`config.mk`:
```
export PLATFORM = sky130hd
export DESIGN_NAME = mult_rr_arbiter
export DESIGN_NICKNAME = d
export VERILOG_FILES = /design/src/rtl/mult_arb_pkg.sv /design/src/rtl/integer_multiplier.sv /design/src/rtl/rr_pick.sv /design/src/rtl/mult_rr_arbiter.sv
export SDC_FILE = /design/constraint.sdc
export NUM_CORES = 1
export LEC_CHECK = 0
export CAP_MARGIN = 0
export CORE_ASPECT_RATIO = 0.9
export CORE_MARGIN = 5
export CORE_UTILIZATION = 55
export DETAILED_ROUTE_END_ITERATION = 8
export PLACE_DENSITY = 0.88
export SETUP_SLACK_MARGIN = 0.02
export SYNTH_ARGS = -nofsm -noshare
export SYNTH_HDL_FRONTEND = slang
export SYNTH_SLANG_ARGS = --single-unit
```
`constraint.sdc`:
```
create_clock -name clk -period 8.6 [get_ports clk]
set_input_delay 1.72 -clock clk [delete_from_list [all_inputs] [get_ports clk]]
set_output_delay 1.72 -clock clk [all_outputs]
set_load 0.02 [all_outputs]
```
`src/rtl/mult_arb_pkg.sv`:
```
// Shared types and round-robin helper for the multiplier arbiter.
// Pure declarations; no state.
// No flow control of its own.
package mult_arb_pkg;

    typedef enum logic [1:0] {
        IDLE,
        EXEC,
        DONE
    } arb_state_t;

    // Upper bound on requester count the winner search can handle.
    localparam int RR_MAX  = 64;
    localparam int RR_IDXW = $clog2(RR_MAX);

    // Winner search starts just after `last` and wraps. The loop runs from
    // the farthest candidate inward so the nearest valid requester is
    // written last and wins. Returns `last` when nothing is requesting.
    function automatic int rr_next(
        input logic [RR_MAX-1:0] req,
        input int                last,
        input int                reqs
    );
        int idx;
        rr_next = last;
        for (int k = RR_MAX; k > 0; k--) begin
            if (k <= reqs) begin
                idx = last + k;
                if (idx >= reqs) begin
                    idx = idx - reqs;
                end
                if (req[idx[RR_IDXW-1:0]]) begin
                    rr_next = idx;
                end
            end
        end
    endfunction

endpackage

```
`src/rtl/integer_multiplier.sv`:
```
// Combinational N-bit multiplier: low N bits of the product, top bit is the XOR of operand signs.
// Latency 0 (pure combinational).
// No flow control; output follows inputs.
module integer_multiplier #(
    parameter int N = 32
) (
    input  logic [N-1:0] a,
    input  logic [N-1:0] b,
    output logic [N-1:0] p
);

    logic [N-1:0] full_lo;

    assign full_lo = a * b;

    // Sign comes from the operands, not the arithmetic, so 0 * negative
    // yields a "negative zero" and overflow never flips the reported sign.
    assign p = {a[N-1] ^ b[N-1], full_lo[N-2:0]};

endmodule

```
`src/rtl/rr_pick.sv`:
```
// Round-robin winner select among REQS requesters, starting after last_q.
// Latency 0 (combinational).
// No flow control; caller decides whether the pick is consumed.
module rr_pick
    import mult_arb_pkg::*;
#(
    parameter int REQS = 4,
    parameter int IDW  = $clog2(REQS)
) (
    input  logic [REQS-1:0] req_valid,
    input  logic [IDW-1:0]  last_q,
    output logic [REQS-1:0] grant_onehot,
    output logic [IDW-1:0]  grant_idx,
    output logic            any_req
);

    logic [RR_MAX-1:0] req_pad;

    always_comb begin
        req_pad               = '0;
        req_pad[REQS-1:0]     = req_valid;
        any_req               = |req_valid;
        grant_idx             = IDW'(rr_next(req_pad, int'(last_q), REQS));
        grant_onehot          = '0;
        grant_onehot[grant_idx] = any_req;
    end

endmodule

```
`src/rtl/mult_rr_arbiter.sv`:
```
// Shares one integer_multiplier between REQS requesters with round-robin grant and a tagged response.
// Latency: grant in cycle T, rsp_valid in T+2; one result per 2 cycles at full rate.
// Backpressure: rsp_ready low holds DONE and keeps every req_ready low until the response drains.
module mult_rr_arbiter
    import mult_arb_pkg::*;
#(
    parameter int N    = 32,
    parameter int REQS = 4,
    parameter int IDW  = $clog2(REQS)
) (
    input  logic                   clk,
    input  logic                   rst_n,
    input  logic [REQS-1:0]        req_valid,
    output logic [REQS-1:0]        req_ready,
    input  logic [REQS-1:0][N-1:0] req_a,
    input  logic [REQS-1:0][N-1:0] req_b,
    output logic                   rsp_valid,
    input  logic                   rsp_ready,
    output logic [IDW-1:0]         rsp_id,
    output logic [N-1:0]           rsp_product
);

    arb_state_t       state_q;
    logic [IDW-1:0]   last_q;
    logic [N-1:0]     op_a;
    logic [N-1:0]     op_b;
    logic [IDW-1:0]   op_id;
    logic [N-1:0]     res_q;
    logic [N-1:0]     mul_p;

    logic [REQS-1:0]  grant_onehot;
    logic [IDW-1:0]   grant_idx;
    logic             any_req;
    logic             accept_slot;
    logic             grant_fire;

    rr_pick #(
        .REQS (REQS),
        .IDW  (IDW)
    ) u_rr_pick (
        .req_valid    (req_valid),
        .last_q       (last_q),
        .grant_onehot (grant_onehot),
        .grant_idx    (grant_idx),
        .any_req      (any_req)
    );

    integer_multiplier #(
        .N (N)
    ) u_mul (
        .a (op_a),
        .b (op_b),
        .p (mul_p)
    );

    // A new operation may enter when idle, or in the same cycle the held
    // response is consumed. Reset masks the grant so req_ready is 0 while
    // rst_n is low regardless of req_valid.
    always_comb begin
        accept_slot = (state_q == IDLE) || ((state_q == DONE) && rsp_ready);
        grant_fire  = rst_n && any_req && accept_slot;
        req_ready   = grant_fire ? grant_onehot : '0;
    end

    always_ff @(posedge clk or negedge rst_n) begin
        if (!rst_n) begin
            state_q     <= IDLE;
            last_q      <= IDW'(REQS - 1);
            op_a        <= '0;
            op_b        <= '0;
            op_id       <= '0;
            res_q       <= '0;
            rsp_valid   <= 1'b0;
            rsp_id      <= '0;
        end else begin
            case (state_q)
                IDLE: begin
                    if (grant_fire) begin
                        op_a    <= req_a[grant_idx];
                        op_b    <= req_b[grant_idx];
                        op_id   <= grant_idx;
                        last_q  <= grant_idx;
                        state_q <= EXEC;
                    end
                end
                EXEC: begin
                    res_q     <= mul_p;
                    rsp_id    <= op_id;
                    rsp_valid <= 1'b1;
                    state_q   <= DONE;
                end
                DONE: begin
                    if (rsp_ready) begin
                        rsp_valid <= 1'b0;
                        if (grant_fire) begin
                            op_a    <= req_a[grant_idx];
                            op_b    <= req_b[grant_idx];
                            op_id   <= grant_idx;
                            last_q  <= grant_idx;
                            state_q <= EXEC;
                        end else begin
                            state_q <= IDLE;
                        end
                    end
                end
                default: begin
                    state_q   <= IDLE;
                    rsp_valid <= 1'b0;
                end
            endcase
        end
    end

    assign rsp_product = res_q;

    a_req_ready_onehot0 : assert property (@(posedge clk) disable iff (!rst_n) $onehot0(req_ready));

endmodule

```
# Yosys cells after proc, flatten, opt, wreduce, memory -nomap -nowiden
# Index checks and enable logic that the tools add are counted.
dict set report word_totals {
  word_cells 86
  regBits 105
  in_bits 263
  output_inout_bits 39
}
dict set report classes {
  n_mul 1
  n_reduce_logical 11
  order_cmp 10
  n_bitwise 3
  n_mux 41
  n_eq_ne 4
  n_addsub 8
}
# cell n
set ops {}
lappend ops {{32-bit 2-to-1 mux} 6}
lappend ops {{32-bit binary-select mux with 2-bit select} 2}
lappend ops {{32-bit by 4-bit >= comparator with 1-bit output, second input constant} 4}
lappend ops {{32-bit case mux with 2 select lines} 2}
lappend ops {{32-bit by 32-bit multiplier with 31-bit output} 1}
lappend ops {{6-bit by 7-bit < comparator with 1-bit output, second input constant} 4}
lappend ops {{1-bit binary-select mux with 6-bit select} 4}
lappend ops {{6-bit 2-to-1 mux} 4}
lappend ops {{2-bit 2-to-1 mux} 10}
lappend ops {{3-bit by 3-bit subtractor with 4-bit output, second input constant} 3}
lappend ops {{2-bit case mux with 2 select lines} 2}
lappend ops {{1-bit 2-to-1 mux} 7}
lappend ops {{2-bit by 2-bit adder with 3-bit output, second input constant} 2}
lappend ops {{2-bit case mux with 3 select lines} 1}
lappend ops {{2-bit AND reduction} 3}
lappend ops {{4-bit by 3-bit subtractor with 5-bit output, second input constant} 1}
lappend ops {{2-bit by 3-bit adder with 4-bit output, second input constant} 1}
lappend ops {{4-bit bitwise AND} 1}
lappend ops {{1-bit logical AND} 4}
lappend ops {{4-bit 2-to-1 mux} 1}
lappend ops {{2-bit != test, second input constant} 2}
lappend ops {{4-bit OR reduction} 1}
lappend ops {{2-bit by 1-bit adder with 3-bit output, second input constant} 1}
lappend ops {{2-bit by 3-bit < comparator with 1-bit output, second input constant} 1}
lappend ops {{10 further kinds} 10}

# Longest topological paths before layout
dict set report depth {
  ltp_word 15
  ltp_mapped 28
  depth_no_buf 26
}

# Modules after synthesis
# From an unflattened synthesis, not the netlist that was laid out.
dict set report unflattened {
  cells_unflattened 1973
  area_unflattened_um2 20546.0
}
# mod instances area_per_inst_um2 cells_each seq_area_each_um2
set by_module_without_submodules {}
lappend by_module_without_submodules {integer_multiplier 1 14759.2 1627 0.0}
lappend by_module_without_submodules {mult_rr_arbiter 1 5450.2 308 2630.0}
lappend by_module_without_submodules {rr_pick 1 336.6 38 0.0}

# Least setup slack after synthesis
# OpenSTA, ideal clock, no wires.
dict set report synth_timing {
  kind {register to register}
  from {reg op_a[12]}
  to {reg res_q[30] (netlist: rsp_product[30])}
  synth_period_minus_slack_ps 6985
  setup_time_ps 95
  t_required_ps 8505
  stages_incl_launch_ff 27
  setup_slack_ps 1615
  t_arrival_ps 6890
  n_path_buf 2
  cell_sequence {dfrtp_1 clkbuf_1 clkbuf_1 and2_1 fa_1 fa_1 fa_1 inv_1 fa_1 inv_1 fa_1 inv_1 fa_1 inv_1 fa_1 inv_1 fa_1 inv_1 ha_1 a211oi_1 nor2_1 o41ai_1 o21a_1 o31ai_1 o2111ai_1 a21oi_1 o31ai_1}
}
dict set report synth_via {
  elab_chain_len 1
}
# item line
set synth_rtl {}
lappend synth_rtl {{start: declaration} mult_rr_arbiter.sv:25} ;# logic [N-1:0] op_a;
lappend synth_rtl {{start signal: assignment} mult_rr_arbiter.sv:79} ;# op_a <= req_a[grant_idx];
lappend synth_rtl {{start signal: assignment} mult_rr_arbiter.sv:96} ;# op_a <= req_a[grant_idx];
lappend synth_rtl {{32-bit by 32-bit multiplier with 31-bit output} integer_multiplier.sv:14} ;# assign full_lo = a * b;
lappend synth_rtl {{end signal: assignment} mult_rr_arbiter.sv:87} ;# res_q <= mul_p;
lappend synth_rtl {{end: declaration} mult_rr_arbiter.sv:28} ;# logic [N-1:0] res_q;
# Every way passes these cells.
# A chain may end at the register's enable or synchronous reset.

# Worst setup path after layout
dict set report layout_timing {
  from {reg op_b[4]}
  to {reg res_q[30] (netlist: rsp_product[30])}
}
dict set report layout_via {
  elab_chain_len 1
}
# item line
set layout_rtl {}
lappend layout_rtl {{start: declaration} mult_rr_arbiter.sv:26} ;# logic [N-1:0] op_b;
lappend layout_rtl {{start signal: assignment} mult_rr_arbiter.sv:80} ;# op_b <= req_b[grant_idx];
lappend layout_rtl {{start signal: assignment} mult_rr_arbiter.sv:97} ;# op_b <= req_b[grant_idx];
lappend layout_rtl {{32-bit by 32-bit multiplier with 31-bit output} integer_multiplier.sv:14}
# Every way passes these cells.

==> summary.txt <==
Outcome
  – Status: finished clean

Layout
  – Finished Layout Cells: approximately 2800
  – Highest-count cells in the layout ignoring fill and taps: inv_1 (408), fa_1 (380), clkdlybuf4s50_1 (300), nand2_1 (296), and2_1 (253)
  – Fin area: between 20000 and 25000 um2
  – Multi-input gate area: 15880 um2
  – Final #Nets: roughly 3100
  – # fillers: 2822
  – Synth-to-Final Area Change: 17.96%
  – FF/Latch Area: 2630 um2
  – Commonest non-fill, non-tap cell in the layout: inv_1
  – Layout cells sized above 1: around 8%
  – Final core utilization: 65.33%

Placement
  – Port-buffer cells: between 300 and 400
  – HPWL after DPL: approximately 53000 um
  – Gpl congestion: 0.9772
  – Cell area after placement: roughly 24000 um2
  – DP Cell Count: 2763

Setup path
  – Slowest cell on crit path: dfrtp_1
  – Crit Path Category: reg -> reg
  – Critical Path Max Stage Delay: 1.00 ns
  – Worst-path cell chain: and2_1, fa_1, fa_1, fa_1, inv_1, fa_1, inv_1, fa_1, ha_1, fa_1, inv_1, fa_1, inv_1, ha_1, nand4_1, or2_2, a211oi_1, nor2_1, o31ai_1, o2111ai_1, and3_1, o31ai_1
  – Crit start category: flop
  – CP dominant cell by count: fa_1
  – Crit path DAT: between 8 and 9 ns
  – CP max FO: 28
  – Worst path required time: about 9 ns
  – Element type at the critical path end: flop

STA
  – Fin crit share: 90.98%
  – Max-slew violations: 0
  – Fmax: ~130 MHz
  – RSZ-0062 raised after global routing: false
  – Period minus WS final: 7.824 ns
  – Sum Neg Setup Slack: 0 ns
  – Clk_skew: between 0.01 and 0.015 ns
  – Final setup viols: 0
  – Slew of the pin with the lowest slew margin: 0.9891 ns
  – Final hold vios: 0
  – Slew margin rel.: 34.06%

Synth
  – EDFF count, synth: 0
  – Post-synth net total: ~2800
  – Seq cells post-synth: 105
  – Mean post-synth cell area: between 9 and 10 um2
  – Mapped Cells: a little over 2000
  – Asr flop ratio synth: 100.0%
  – Commonest register cell after synthesis: dfrtp_1
  – Yosys cell types: 55
  – Sequential area share after synthesis: between 10% and 20%
  – Synthesis Warnings: 0
  – Synthesized area: 20520 um2

Die
  – Io pins: approximately 300
  – Die Y: between 150 and 200 um
  – Starting Density: between 50% and 60%
  – DIE AREA: 41280 um2
  – Row count: 67
  – Core ar.: about 37000 um2
  – Die X: 213.6 um

Clock network
  – Worst-skew pair later-pin latency: 0.38 ns
  – H-Tree Depth: 3
  – Root buf cell: clkbuf_16
  – Number of clock sinks: between 100 and 150
  – Post-CTS Setup Bufs: 0
  – # hold bufs at CTS: 0
  – Largest buffer count on any clock path: 2
  – Post-CTS Resized: 0
  – CTS tree: built
  – Reg clk slew, reported paths: approximately 0.080 ns
  – TritonCTS Buffers: 9

Drt
  – Vias: about 16000
  – Final ANT Viol Nets: 0
  – WL final: approximately 64000 um
  – Via/cell ratio: between 5 and 6
  – DRC viols: 0
  – DR WL/cell: 22.99 um
  – Drt pass-1 iters: 9
  – Initial DRC Count: 1341

GRT
  – Grt ovf: 0
  – Vias in the first global route: ~18000
  – Largest net degree at the start of global routing: 61
  – Tot GR Track Use: approximately a third
  – First-pass GRT wire length: 101600 um
  – Initial antenna violation count: 8

Worst hold path
  – Worst Hold Class: reg -> reg

Flow run
  – Maxcap violations: 0
## per-stage QoR
step / worst slack, ns / hold slack, ns
after floorplan: 1.615 / 0.4348
after global placement: 1.137 / 0.4585
after detailed placement: 0.8977 / 0.4617
after CTS: 0.8562 / 0.4931
after global routing: 0.4690 / 0.5143
final: 0.7759 / 0.4892
## worst max-delay path: cells and delay by family, from the launching register on
kind	cells	cell delay (ns)
simple gates	5	1.09
fa+ha+maj	9	4.22
buf+inv	4	0.20
compound gates	4	1.21
flops	1	1.00
## routing by layer
layer	track usage (%)	share of wire (%)
met1	39.36	35
met4	20.04	7.5
met3	8.520	9.9
met5	0	0.031
met2	50.70	48
## sequential cells by signal, summed over array words and instances (netlist names)
name,cells
op_a,32
op_b,32
last_q,2
op_id,2
rsp_id,2
state_q,2
rsp_valid,1
rsp_product,32
## Yosys cell counts (5+ instances only)
cell        n  area share [%]
nand3_1     6            0.15
nor2b_1     6            0.18
mux4_2     64             7.0
xnor2_1    60             2.6
o21a_1      8            0.29
a21oi_1    21            0.51
o31ai_1     8            0.29
and3_1      5            0.15
nand2_1   296             5.4
clkbuf_1  100             1.8
xor2_1     15            0.64
o21bai_1    7            0.26
a21o_1      8            0.29
nor2_1     14            0.26
mux2_2     65             3.6
buf_2       7            0.17
a211oi_1    9            0.33
and2_1    253             7.7
buf_6       7            0.38
fa_1      380              37
nand2b_1    6            0.18
dfrtp_1   103              13
nor3b_1     6            0.22
inv_1     408             7.5
ha_1      124             7.6
o21ai_0    38            0.93
## layout make-up
class	instances	share of cell area, %
multi-input cells	1439	65.60
repair buffers	327	13.24
flip-flops and latches	105	10.86
inverters	409	6.352
well taps	483	2.497
clock buffers	9	0.9304
clock inverters	7	0.4135
diodes	10	0.1034
## logic make-up after synthesis
group	Yosys count	synth area share [%]
buf+inv	525	9.902
xor+xnor	77	3.390
mux	133	10.79
compound gates	114	3.561
simple gates	611	14.91
fa+ha+maj	504	44.63
flops	105	12.82
## path summary, 6_finish.rpt
| kind | startpoint | endpoint | slack (ns) | cells after the start |
|---|---|---|---|---|
| max | op_b[4]$_DFFE_PN0P_ | rsp_product[30]$_DFFE_PN0P_ | 0.78 | 22 |
| min | rsp_product[12]$_DFFE_PN0P_ | rsp_product[12]$_DFFE_PN0P_ | 0.49 | 2 |
| max reg2reg | op_b[4]$_DFFE_PN0P_ | rsp_product[30]$_DFFE_PN0P_ | 0.78 | 22 |
| min reg2reg | rsp_product[12]$_DFFE_PN0P_ | rsp_product[12]$_DFFE_PN0P_ | 0.49 | 2 |
| max in group asynchronous | rst_n | op_b[25]$_DFFE_PN0P_ | 5.99 | 2 |
| min in group asynchronous | rst_n | op_b[2]$_DFFE_PN0P_ | 1.37 | 1 |
Power is not shown: default switching activity piles up to over one toggle a cycle in this logic, so the estimate is an artifact.
